--- src/rtl/interp_pkg.sv ---
// Shared widths and rounding constants for the bilinear interpolator.
// Imported by interp_lane and interp_bilinear_stream.
package interp_pkg;

   localparam int ROUND_TRUNC   = 0;
   localparam int ROUND_NEAREST = 1;

   // dx/dy weights span 1..2^F, so one extra bit
   function automatic int weight_w(input int frac_w);
      return frac_w + 1;
   endfunction

   function automatic int wprod_w(input int frac_w);
      return 2 * frac_w + 2;
   endfunction

   function automatic int acc_w(input int pix_w, input int frac_w);
      return pix_w + 2 * frac_w + 2;
   endfunction

endpackage

--- src/rtl/interp_lane.sv ---
// One channel of the bilinear datapath: S3 corner products, S4 sum/round/fill.
// Ports: clk, rst, en3/en4 stage loads, lu/ru/ld/rd pixels, w_* weights, oob, pix out.
module interp_lane
   import interp_pkg::*;
#(
   parameter int               FRAC_W = 6,
   parameter int               PIX_W  = 8,
   parameter int               ROUND  = ROUND_NEAREST,
   parameter logic [PIX_W-1:0] FILL   = '0
) (
   input  logic                         clk,
   input  logic                         rst,
   input  logic                         en3,
   input  logic                         en4,
   input  logic [PIX_W-1:0]             lu,
   input  logic [PIX_W-1:0]             ru,
   input  logic [PIX_W-1:0]             ld,
   input  logic [PIX_W-1:0]             rd,
   input  logic [wprod_w(FRAC_W)-1:0]   w_lu,
   input  logic [wprod_w(FRAC_W)-1:0]   w_ru,
   input  logic [wprod_w(FRAC_W)-1:0]   w_ld,
   input  logic [wprod_w(FRAC_W)-1:0]   w_rd,
   input  logic                         oob,
   output logic [PIX_W-1:0]             pix
);

   localparam int AW = acc_w(PIX_W, FRAC_W);
   localparam logic [AW-1:0] RND =
      (ROUND == ROUND_NEAREST) ? (AW'(1) << (2 * FRAC_W - 1)) : '0;

   logic [AW-1:0]    p_lu, p_ru, p_ld, p_rd;
   logic [AW-1:0]    acc;
   logic [PIX_W-1:0] res;
   logic             unused_acc;

   always_ff @(posedge clk) begin
      if (rst) begin
         p_lu <= '0;
         p_ru <= '0;
         p_ld <= '0;
         p_rd <= '0;
      end else if (en3) begin
         p_lu <= AW'(lu) * AW'(w_lu);
         p_ru <= AW'(ru) * AW'(w_ru);
         p_ld <= AW'(ld) * AW'(w_ld);
         p_rd <= AW'(rd) * AW'(w_rd);
      end
   end

   // weights sum to 2^(2F): the sum never exceeds PIX_W bits after the shift
   always_comb begin
      acc = p_lu + p_ru + p_ld + p_rd + RND;
      res = oob ? FILL : acc[2*FRAC_W +: PIX_W];
   end

   assign unused_acc = ^{acc[AW-1:2*FRAC_W+PIX_W], acc[2*FRAC_W-1:0]};

   always_ff @(posedge clk) begin
      if (rst)      pix <= '0;
      else if (en4) pix <= res;
   end

endmodule

--- src/rtl/interp_bilinear_stream.sv ---
// Streaming 4-stage bilinear interpolator with valid/ready and bubble collapse.
// Ports: s_* input beat (dx, dy, 4 neighbours, oob, last), m_* output beat, busy.
module interp_bilinear_stream
   import interp_pkg::*;
#(
   parameter int               FRAC_W = 6,
   parameter int               PIX_W  = 8,
   parameter int               CH     = 1,
   parameter int               ROUND  = ROUND_NEAREST,
   parameter logic [PIX_W-1:0] FILL   = '0
) (
   input  logic                  clk,
   input  logic                  rst,
   input  logic                  s_valid,
   output logic                  s_ready,
   input  logic [FRAC_W-1:0]     s_dx,
   input  logic [FRAC_W-1:0]     s_dy,
   input  logic [CH*PIX_W-1:0]   s_lu,
   input  logic [CH*PIX_W-1:0]   s_ru,
   input  logic [CH*PIX_W-1:0]   s_ld,
   input  logic [CH*PIX_W-1:0]   s_rd,
   input  logic                  s_oob,
   input  logic                  s_last,
   output logic                  m_valid,
   input  logic                  m_ready,
   output logic [CH*PIX_W-1:0]   m_pix,
   output logic                  m_last,
   output logic                  busy
);

   localparam int WW = weight_w(FRAC_W);
   localparam int PW = wprod_w(FRAC_W);
   localparam int DW = CH * PIX_W;
   localparam logic [WW-1:0] ONE = WW'(1) << FRAC_W;

   logic v1, v2, v3, v4;
   logic ld1, ld2, ld3, ld4;
   logic en1, en2, en3, en4;

   logic [FRAC_W-1:0] dx1, dy1;
   logic [WW-1:0]     wx1, wy1;
   logic [DW-1:0]     lu1, ru1, ld1_p, rd1;
   logic              oob1, last1;

   logic [PW-1:0]     w_lu2, w_ru2, w_ld2, w_rd2;
   logic [DW-1:0]     lu2, ru2, ld2_p, rd2;
   logic              oob2, last2;

   logic              oob3, last3;

   // a stage loads when empty or when its successor is loading
   always_comb begin
      ld4 = !v4 | m_ready;
      ld3 = !v3 | ld4;
      ld2 = !v2 | ld3;
      ld1 = !v1 | ld2;
      en1 = ld1 & s_valid;
      en2 = ld2 & v1;
      en3 = ld3 & v2;
      en4 = ld4 & v3;
   end

   assign s_ready = ld1;
   assign m_valid = v4;
   assign busy    = v1 | v2 | v3 | v4;

   always_ff @(posedge clk) begin
      if (rst) begin
         v1     <= 1'b0;
         v2     <= 1'b0;
         v3     <= 1'b0;
         v4     <= 1'b0;
         m_last <= 1'b0;
      end else begin
         if (ld1) v1 <= s_valid;
         if (ld2) v2 <= v1;
         if (ld3) v3 <= v2;
         if (ld4) v4 <= v3;
         if (en4) m_last <= last3;
      end
   end

   always_ff @(posedge clk) begin
      if (en1) begin
         dx1   <= s_dx;
         dy1   <= s_dy;
         wx1   <= ONE - {1'b0, s_dx};
         wy1   <= ONE - {1'b0, s_dy};
         lu1   <= s_lu;
         ru1   <= s_ru;
         ld1_p <= s_ld;
         rd1   <= s_rd;
         oob1  <= s_oob;
         last1 <= s_last;
      end
      if (en2) begin
         w_lu2 <= PW'(wx1) * PW'(wy1);
         w_ru2 <= PW'(dx1) * PW'(wy1);
         w_ld2 <= PW'(wx1) * PW'(dy1);
         w_rd2 <= PW'(dx1) * PW'(dy1);
         lu2   <= lu1;
         ru2   <= ru1;
         ld2_p <= ld1_p;
         rd2   <= rd1;
         oob2  <= oob1;
         last2 <= last1;
      end
      if (en3) begin
         oob3  <= oob2;
         last3 <= last2;
      end
   end

   for (genvar g = 0; g < CH; g++) begin : g_lane
      interp_lane #(
         .FRAC_W (FRAC_W),
         .PIX_W  (PIX_W),
         .ROUND  (ROUND),
         .FILL   (FILL)
      ) u_lane (
         .clk  (clk),
         .rst  (rst),
         .en3  (en3),
         .en4  (en4),
         .lu   (lu2[g*PIX_W +: PIX_W]),
         .ru   (ru2[g*PIX_W +: PIX_W]),
         .ld   (ld2_p[g*PIX_W +: PIX_W]),
         .rd   (rd2[g*PIX_W +: PIX_W]),
         .w_lu (w_lu2),
         .w_ru (w_ru2),
         .w_ld (w_ld2),
         .w_rd (w_rd2),
         .oob  (oob3),
         .pix  (m_pix[g*PIX_W +: PIX_W])
      );
   end

endmodule

--- config.mk ---
export PLATFORM = sky130hd
export DESIGN_NAME = interp_bilinear_stream
export DESIGN_NICKNAME = d
export VERILOG_FILES = /design/src/rtl/interp_pkg.sv /design/src/rtl/interp_lane.sv /design/src/rtl/interp_bilinear_stream.sv
export SDC_FILE = /design/constraint.sdc
export NUM_CORES = 2
export LEC_CHECK = 0
export ABC_AREA = 1
export BUFFER_PORTS_ARGS = -buffer_cell sky130_fd_sc_hd__buf_2
export CAP_MARGIN = 30
export CORE_ASPECT_RATIO = 0.5
export CORE_MARGIN = 5
export CORE_UTILIZATION = 55
export DETAILED_ROUTE_END_ITERATION = 8
export PLACE_DENSITY = 0.71
export SYNTH_ARGS = -nofsm -noshare
export SYNTH_HDL_FRONTEND = slang
export SYNTH_SLANG_ARGS = --single-unit
--- constraint.sdc ---
create_clock -name clk -period 5.6 [get_ports clk]
set_clock_uncertainty 0.1 [all_clocks]
set_input_delay 0.28 -clock clk [delete_from_list [all_inputs] [get_ports clk]]
set_output_delay 0.28 -clock clk [all_outputs]
set_load 0.05 [all_outputs]
# == Yosys cells after proc, flatten, opt, wreduce, memory -nomap -nowiden ==
# Cells that the tools add are included.
# word_totals
regBits,241
word_cells,62
output_inout_bits,12
input_bits,50
# classes
n_addsub,6
mux,1
reduce_logical,4
n_bitwise,11
mul,8
# op_table
op,n
20-bit adder,3
8-bit by 13-bit multiplier with 20-bit output,2
"20-bit by 12-bit adder with 20-bit output, second input constant",1
8-bit by 12-bit multiplier with 20-bit output,1
8-bit by 14-bit multiplier with 20-bit output,1
7-bit by 7-bit multiplier with 14-bit output,1
"7-bit by 6-bit subtractor with 7-bit output, first input constant",2
6-bit by 7-bit multiplier with 13-bit output,1
7-bit by 6-bit multiplier with 13-bit output,1
6-bit by 6-bit multiplier with 12-bit output,1
8-bit two-way mux,1
1-bit bitwise OR,7
1-bit bitwise AND,4
1-bit logical NOT,4

# == Longest topological paths before layout ==
# depth
ltp_word,6
depth_mapped,24
ltp_nobuf,23

# == Cells and area by module ==
# Synthesis repeated with hierarchy kept, for this count alone.
# hier_totals
hier_cells,3744
area_unflattened_um2,29539.6
# modules_own_cells
mod,instances,cells_each,area_per_inst_um2,seq_area_each_um2
interp_lane,1,2718,19348.6,1761.7
interp_bilinear_stream,1,1026,10191.0,4394.2

# == Least setup slack after synthesis ==
# Ideal clock, no wire load.
# synth_path
path_kind,register -> register
start,register wy1[1]
end,register w_lu2[10] (data pin)
setup_ns,0.252
path_stages_with_launch,21
synth_period_minus_slack_ns,4.281
slack_ns,1.319
required_time_ns,5.248
path_buffers,1
arrival_time_ns,3.929
cell_sequence,edfxtp_1 > clkbuf_1 > nand2_1 > inv_1 > fa_1 > inv_1 > fa_1 > inv_1 > fa_1 > inv_1 > fa_1 > inv_1 > ha_1 > nand2_1 > nor2_1 > nor4_1 > o21bai_1 > nand2_1 > nand2_1 > nand2_1 > nand2_1
# synth_between
elab_chain_len,1
# synth_lines
item,line_no,rtl
from (decl),interp_bilinear_stream.sv:41,"logic [WW-1:0] wx1, wy1;"
from (signal assigned),interp_bilinear_stream.sv:88,"wy1 <= ONE - {1'b0, s_dy};"
7-bit by 7-bit multiplier with 14-bit output,interp_bilinear_stream.sv:97,w_lu2 <= PW'(wx1) * PW'(wy1);
to (signal assigned),interp_bilinear_stream.sv:97,
to (decl),interp_bilinear_stream.sv:45,"logic [PW-1:0] w_lu2, w_ru2, w_ld2, w_rd2;"
# Every way passes these cells.
# A chain may end at the register's enable or synchronous reset.

# == Final worst setup path ==
# layout_path
start,register w_lu2[0]
end,register g_lane[0].u_lane.p_lu[17]
# layout_between
elab_chain_len,1
# layout_lines
item,line_no,rtl
8-bit by 14-bit multiplier with 20-bit output,interp_lane.sv:43,p_lu <= AW'(lu) * AW'(w_lu);
to (signal assigned),interp_lane.sv:43,
to (decl),interp_lane.sv:31,"logic [AW-1:0] p_lu, p_ru, p_ld, p_rd;"
# Every way passes these cells.

==> tab_implementation.tex <==
\begin{tabular}{lr}
\hline
Metric & Value \\
\hline
\multicolumn{2}{l}{\textbf{Critical path}} \\
\quad Crit path arrival time & 5080 ps \\
\quad Maximum fanout count along the critical path & 18 \\
\quad Series of cell instances along the critical path & nand2\_1 -> fa\_1 -> fa\_1 -> inv\_1 -> fa\_1 -> inv\_1 -> fa\_1 -> inv\_1 -> ha\_1 -> nand2\_1 -> o21ai\_0 -> nand3\_1 -> nand2\_1 -> nand2\_1 -> a31oi\_1 \\
\quad Peak per-stage delay on the critical path & between 800 and 900 ps \\
\quad Depth of the worst register-to-register path & 15 \\
\quad Crit Path Class & register to register \\
\quad Endpoint kind of the worst setup timing path & register \\
\quad Startpoint kind of the worst setup timing path & register \\
\quad First element of the critical path & w\_lu2[0] \\
\quad Critical path data required time & $\sim$6000 ps \\
\quad FF-to-FF Start & w\_lu2[0] \\
\quad Cell with the largest stage delay on the worst path & sky130\_fd\_sc\_hd\_\_edfxtp\_1 \\
\quad Register-to-register setup slack & a little over 900 ps \\
\multicolumn{2}{l}{\textbf{Route}} \\
\quad WL per Instance & roughly 16 um \\
\quad DRT iter0 DRCs & 1,684 \\
\quad DRC errors left & 0 \\
\quad Via/cell ratio & just over 5 \\
\quad Final routed wirelength across all metal layers & 67.57 mm \\
\quad Number of nets with antenna violations after routing & 0 \\
\quad Total vias in the final route & about 22,000 \\
\quad Number of detailed-route iterations in the first pass & 5 \\
\multicolumn{2}{l}{\textbf{Placement}} \\
\quad DP Worst Slack & about 940 ps \\
\quad Placed cell areas & about 0.029 mm\^{}2 \\
\quad DPL Wire Length & 54.03 mm \\
\quad Routability cong. & just over 0.9 \\
\quad Count of buffers from port buffering & 61 \\
\multicolumn{2}{l}{\textbf{Yosys}} \\
\quad YS warnings & 0 \\
\quad Number of flops mapped to enable cells by yosys & 143 \\
\quad Most area-consuming cells after synthesis & sky130\_fd\_sc\_hd\_\_fa\_1, sky130\_fd\_sc\_hd\_\_edfxtp\_1, sky130\_fd\_sc\_hd\_\_inv\_1, sky130\_fd\_sc\_hd\_\_ha\_1, sky130\_fd\_sc\_hd\_\_nand2\_1 \\
\quad Dominant synthesized flop cell & sky130\_fd\_sc\_hd\_\_edfxtp\_1 \\
\quad Most frequent cell after synthesis & sky130\_fd\_sc\_hd\_\_inv\_1 \\
\quad Share of the yosys chip area belonging to registers & between 20\% and 30\% \\
\quad Area share of the leading cell type in the synthesized netlist & between 20\% and 30\% \\
\quad Post-synthesis instance area & around 0.028 mm\^{}2 \\
\quad Dominant cell type by area after synthesis & sky130\_fd\_sc\_hd\_\_fa\_1 \\
\quad Mean area per synthesized cell & slightly above 8 um\^{}2 \\
\quad Post-Synthesis Cells & approximately 3,500 \\
\quad Synth cell count leaders & sky130\_fd\_sc\_hd\_\_inv\_1, sky130\_fd\_sc\_hd\_\_nand2\_1, sky130\_fd\_sc\_hd\_\_fa\_1, sky130\_fd\_sc\_hd\_\_ha\_1, sky130\_fd\_sc\_hd\_\_nor2\_1 \\
\quad Count of cell types in the netlist & 47 \\
\quad Async set-reset flop share out of synthesis & 0\% \\
\quad Synthesized Nets & 4,223 \\
\quad Synth Register Bits & 236 \\
\multicolumn{2}{l}{\textbf{Global route}} \\
\quad Aggregate global-route resource usage & $\sim$25\% \\
\quad Residual overflow from global routing & 0 \\
\quad Number of antenna violations at the first check in global routing & 4 \\
\quad Wire length of the first global-routing pass & about 110 mm \\
\quad Maximum number of pins on one net before global-route repair & 98 \\
\quad Vias in the first global route & between 20,000 and 25,000 \\
\multicolumn{2}{l}{\textbf{STA}} \\
\quad Relative slew slack & 44.19\% \\
\quad Worst Hold Margin & 272.3 ps \\
\quad Total negative slack for setup checks & 0 ps \\
\quad Least-Margin Pin Slew & around 830 ps \\
\quad Minimum period implied by the final worst setup slack & between 4000 and 5000 ps \\
\quad Pins Over Slew Limit & 0 \\
\quad Highest Clock Rate & 0.2139 GHz \\
\quad Period Utilization, post-route & between 80\% and 90\% \\
\quad Final critical-path setup slack & around 920 ps \\
\quad Final setup fails & 0 \\
\quad Endpoints failing hold & 0 \\
\quad Unrepaired setup endpoints after global routing & false \\
\multicolumn{2}{l}{\textbf{Layout}} \\
\quad Post-route design area & 0.03053 mm\^{}2 \\
\quad Number of antenna repair diodes & 0 \\
\quad Area growth syn-to-layout & 7.122\% \\
\quad Nets@finish & $\sim$4,200 \\
\quad Share of layout cells above drive strength 1 & between 3 and 4\% \\
\multicolumn{2}{l}{\textbf{Power}} \\
\quad Total power divided by cell area & about 530 mW/mm\^{}2 \\
\quad Max VDD drop & $\sim$0.00047 V \\
\quad Overall power after layout & approximately 16,000 uW \\
\quad Reported leakage power & 0.01770 uW \\
\multicolumn{2}{l}{\textbf{Floorplan}} \\
\quad Number of top-level pins & 62 \\
\quad Starting density of the core & a little under three fifths \\
\quad Core box area & slightly above 0.05 mm\^{}2 \\
\quad Placement row count & between 50 and 60 \\
\quad Total die area & 0.05674 mm\^{}2 \\
\quad Die span in x & 331.9 um \\
\quad Vert. Die Dim & approximately 170 um \\
\multicolumn{2}{l}{\textbf{Clock network}} \\
\quad Clock latency on the worst-skew pair & 570 ps \\
\quad Maximum buffer depth of the clock tree & 3 \\
\quad Clock tree from TritonCTS & done \\
\quad Clk Tree Root Cell & sky130\_fd\_sc\_hd\_\_clkbuf\_16 \\
\quad Post-CTS clock slew at the launch and capture registers of the worst setup and hold paths & 70 ps \\
\quad CTS sink count & $\sim$240 \\
\quad Number of H-tree levels & 1 \\
\quad Number of buffers created by CTS & 25 \\
\quad Postcts setup bufs & 0 \\
\multicolumn{2}{l}{\textbf{Job}} \\
\quad Max Cap Violations & 0 \\
\multicolumn{2}{l}{\textbf{Status}} \\
\quad Result of the run & complete, no violations \\
\multicolumn{2}{l}{\textbf{Min path}} \\
\quad Worst min-delay path class & input pin to register \\
\quad Hold path depth & 3 \\
\quad Worst Hold Launch & rst \\
\hline
\end{tabular}
==> per-layer routing <==
layer	GRT usage, %	part of all wire [%]	vias to the layer above
met5	0	0.031	-
met4	5.238	2.2	4
met3	4.415	7.3	121
met2	39.63	44	660
met1	35.18	47	10390
li1	-	-	10460
==> worst max-delay path, delay by kind of cell (launching register included) <==
kind                       cells  cell delay (ps)
buffers and inverters          3              160
DFF                            1              870
and+or+nand+nor                5              650
adders and majority gates      5             2310
AOI/OAI and AO/OA              2              520
==> final cells by class <==
class                           count  area [um^2]
Fill cell                        4568        21080
Multi-Input combinational cell   2181        18160
Sequential cell                   236         6156
Inverter                          961         3612
Timing Repair Buffer              121        908.4
Tap cell                          701        877.1
Clock buffer                       28        636.9
Clock inverter                     18        173.9
==> stage by stage <==
step | util (%) | cells
2_1_floorplan | - | 3510
3_5_place_dp | 56.56 | 4150
3_3_place_gp | 56.56 | 4150
5_1_grt | 59.16 | 4246
6_report | 59.16 | 4246
4_1_cts | 59.07 | 4244
==> path summary, 6_finish.rpt <==
kind                          endpoint
max          g_lane[0].u_lane.p_lu[17]
min                                 v2
max reg2reg  g_lane[0].u_lane.p_lu[17]
min reg2reg                     ru2[6]
==> sequential cells by signal, indices dropped and copies added, names as in the netlist, 11 cells and up <==
register and flops:
g_lane.u_lane.p_ru 20, w_lu2 14, g_lane.u_lane.p_rd 20, w_ru2 12, w_ld2 12, w_rd2 11, g_lane.u_lane.p_lu 20, g_lane.u_lane.p_ld 20
==> timing repair <==
action / in CTS / in global routing
hold endpoints to repair: 59 / 0
gates resized for setup: 0 / 0
hold buffers: 48 / 0
==> power by group <==
part | switching (uW) | leakage [uW] | internal (uW)
Clock | 775 | 0.000391 | 925
Combinational | 7390 | 0.0152 | 4510
Sequential | 375 | 0.00213 | 2100
Total | 8540 | 0.0177 | 7530
==> cell families (layout without fill, tap and decap cells) <==
| logic type | Yosys count | count (layout) | share of synthesized area [%] |
|---|---|---|---|
| buffers and inverters | 1093 | 1128 | 14.69 |
| XOR/XNOR | 88 | 88 | 2.705 |
| AO/OA/AOI/OAI | 311 | 311 | 6.187 |
| adder cells (fa/ha/maj) | 663 | 663 | 39.15 |
| flip-flops | 236 | 236 | 21.60 |
| AND/OR/NAND/NOR | 1119 | 1119 | 15.67 |
==> cell usage in the layout (no fill, tap or decap), drive strengths merged, types with 3 or more instances in the layout <==
| cell type | count |
|---|---|
| a211oi | 6 |
| a21boi | 6 |
| a21o | 10 |
| a21oi | 136 |
| a31oi | 9 |
| buf | 73 |
| clkbuf | 28 |
| clkinv | 11 |
| clkinvlp | 3 |
| dfxtp | 93 |
| dlygate4sd3 | 48 |
| edfxtp | 143 |
| fa | 381 |
| ha | 282 |
| inv | 963 |
| nand2 | 811 |
| nand3 | 93 |
| nand3b | 13 |
| nand4 | 14 |
| nor2 | 165 |
| nor3 | 15 |
| o211ai | 7 |
| o21a | 7 |
| o21ai | 113 |
| o21bai | 12 |
| o31ai | 3 |
| or2 | 5 |
| xnor2 | 26 |
| xor2 | 62 |
Note: power is estimated with default switching activity, not from simulation.
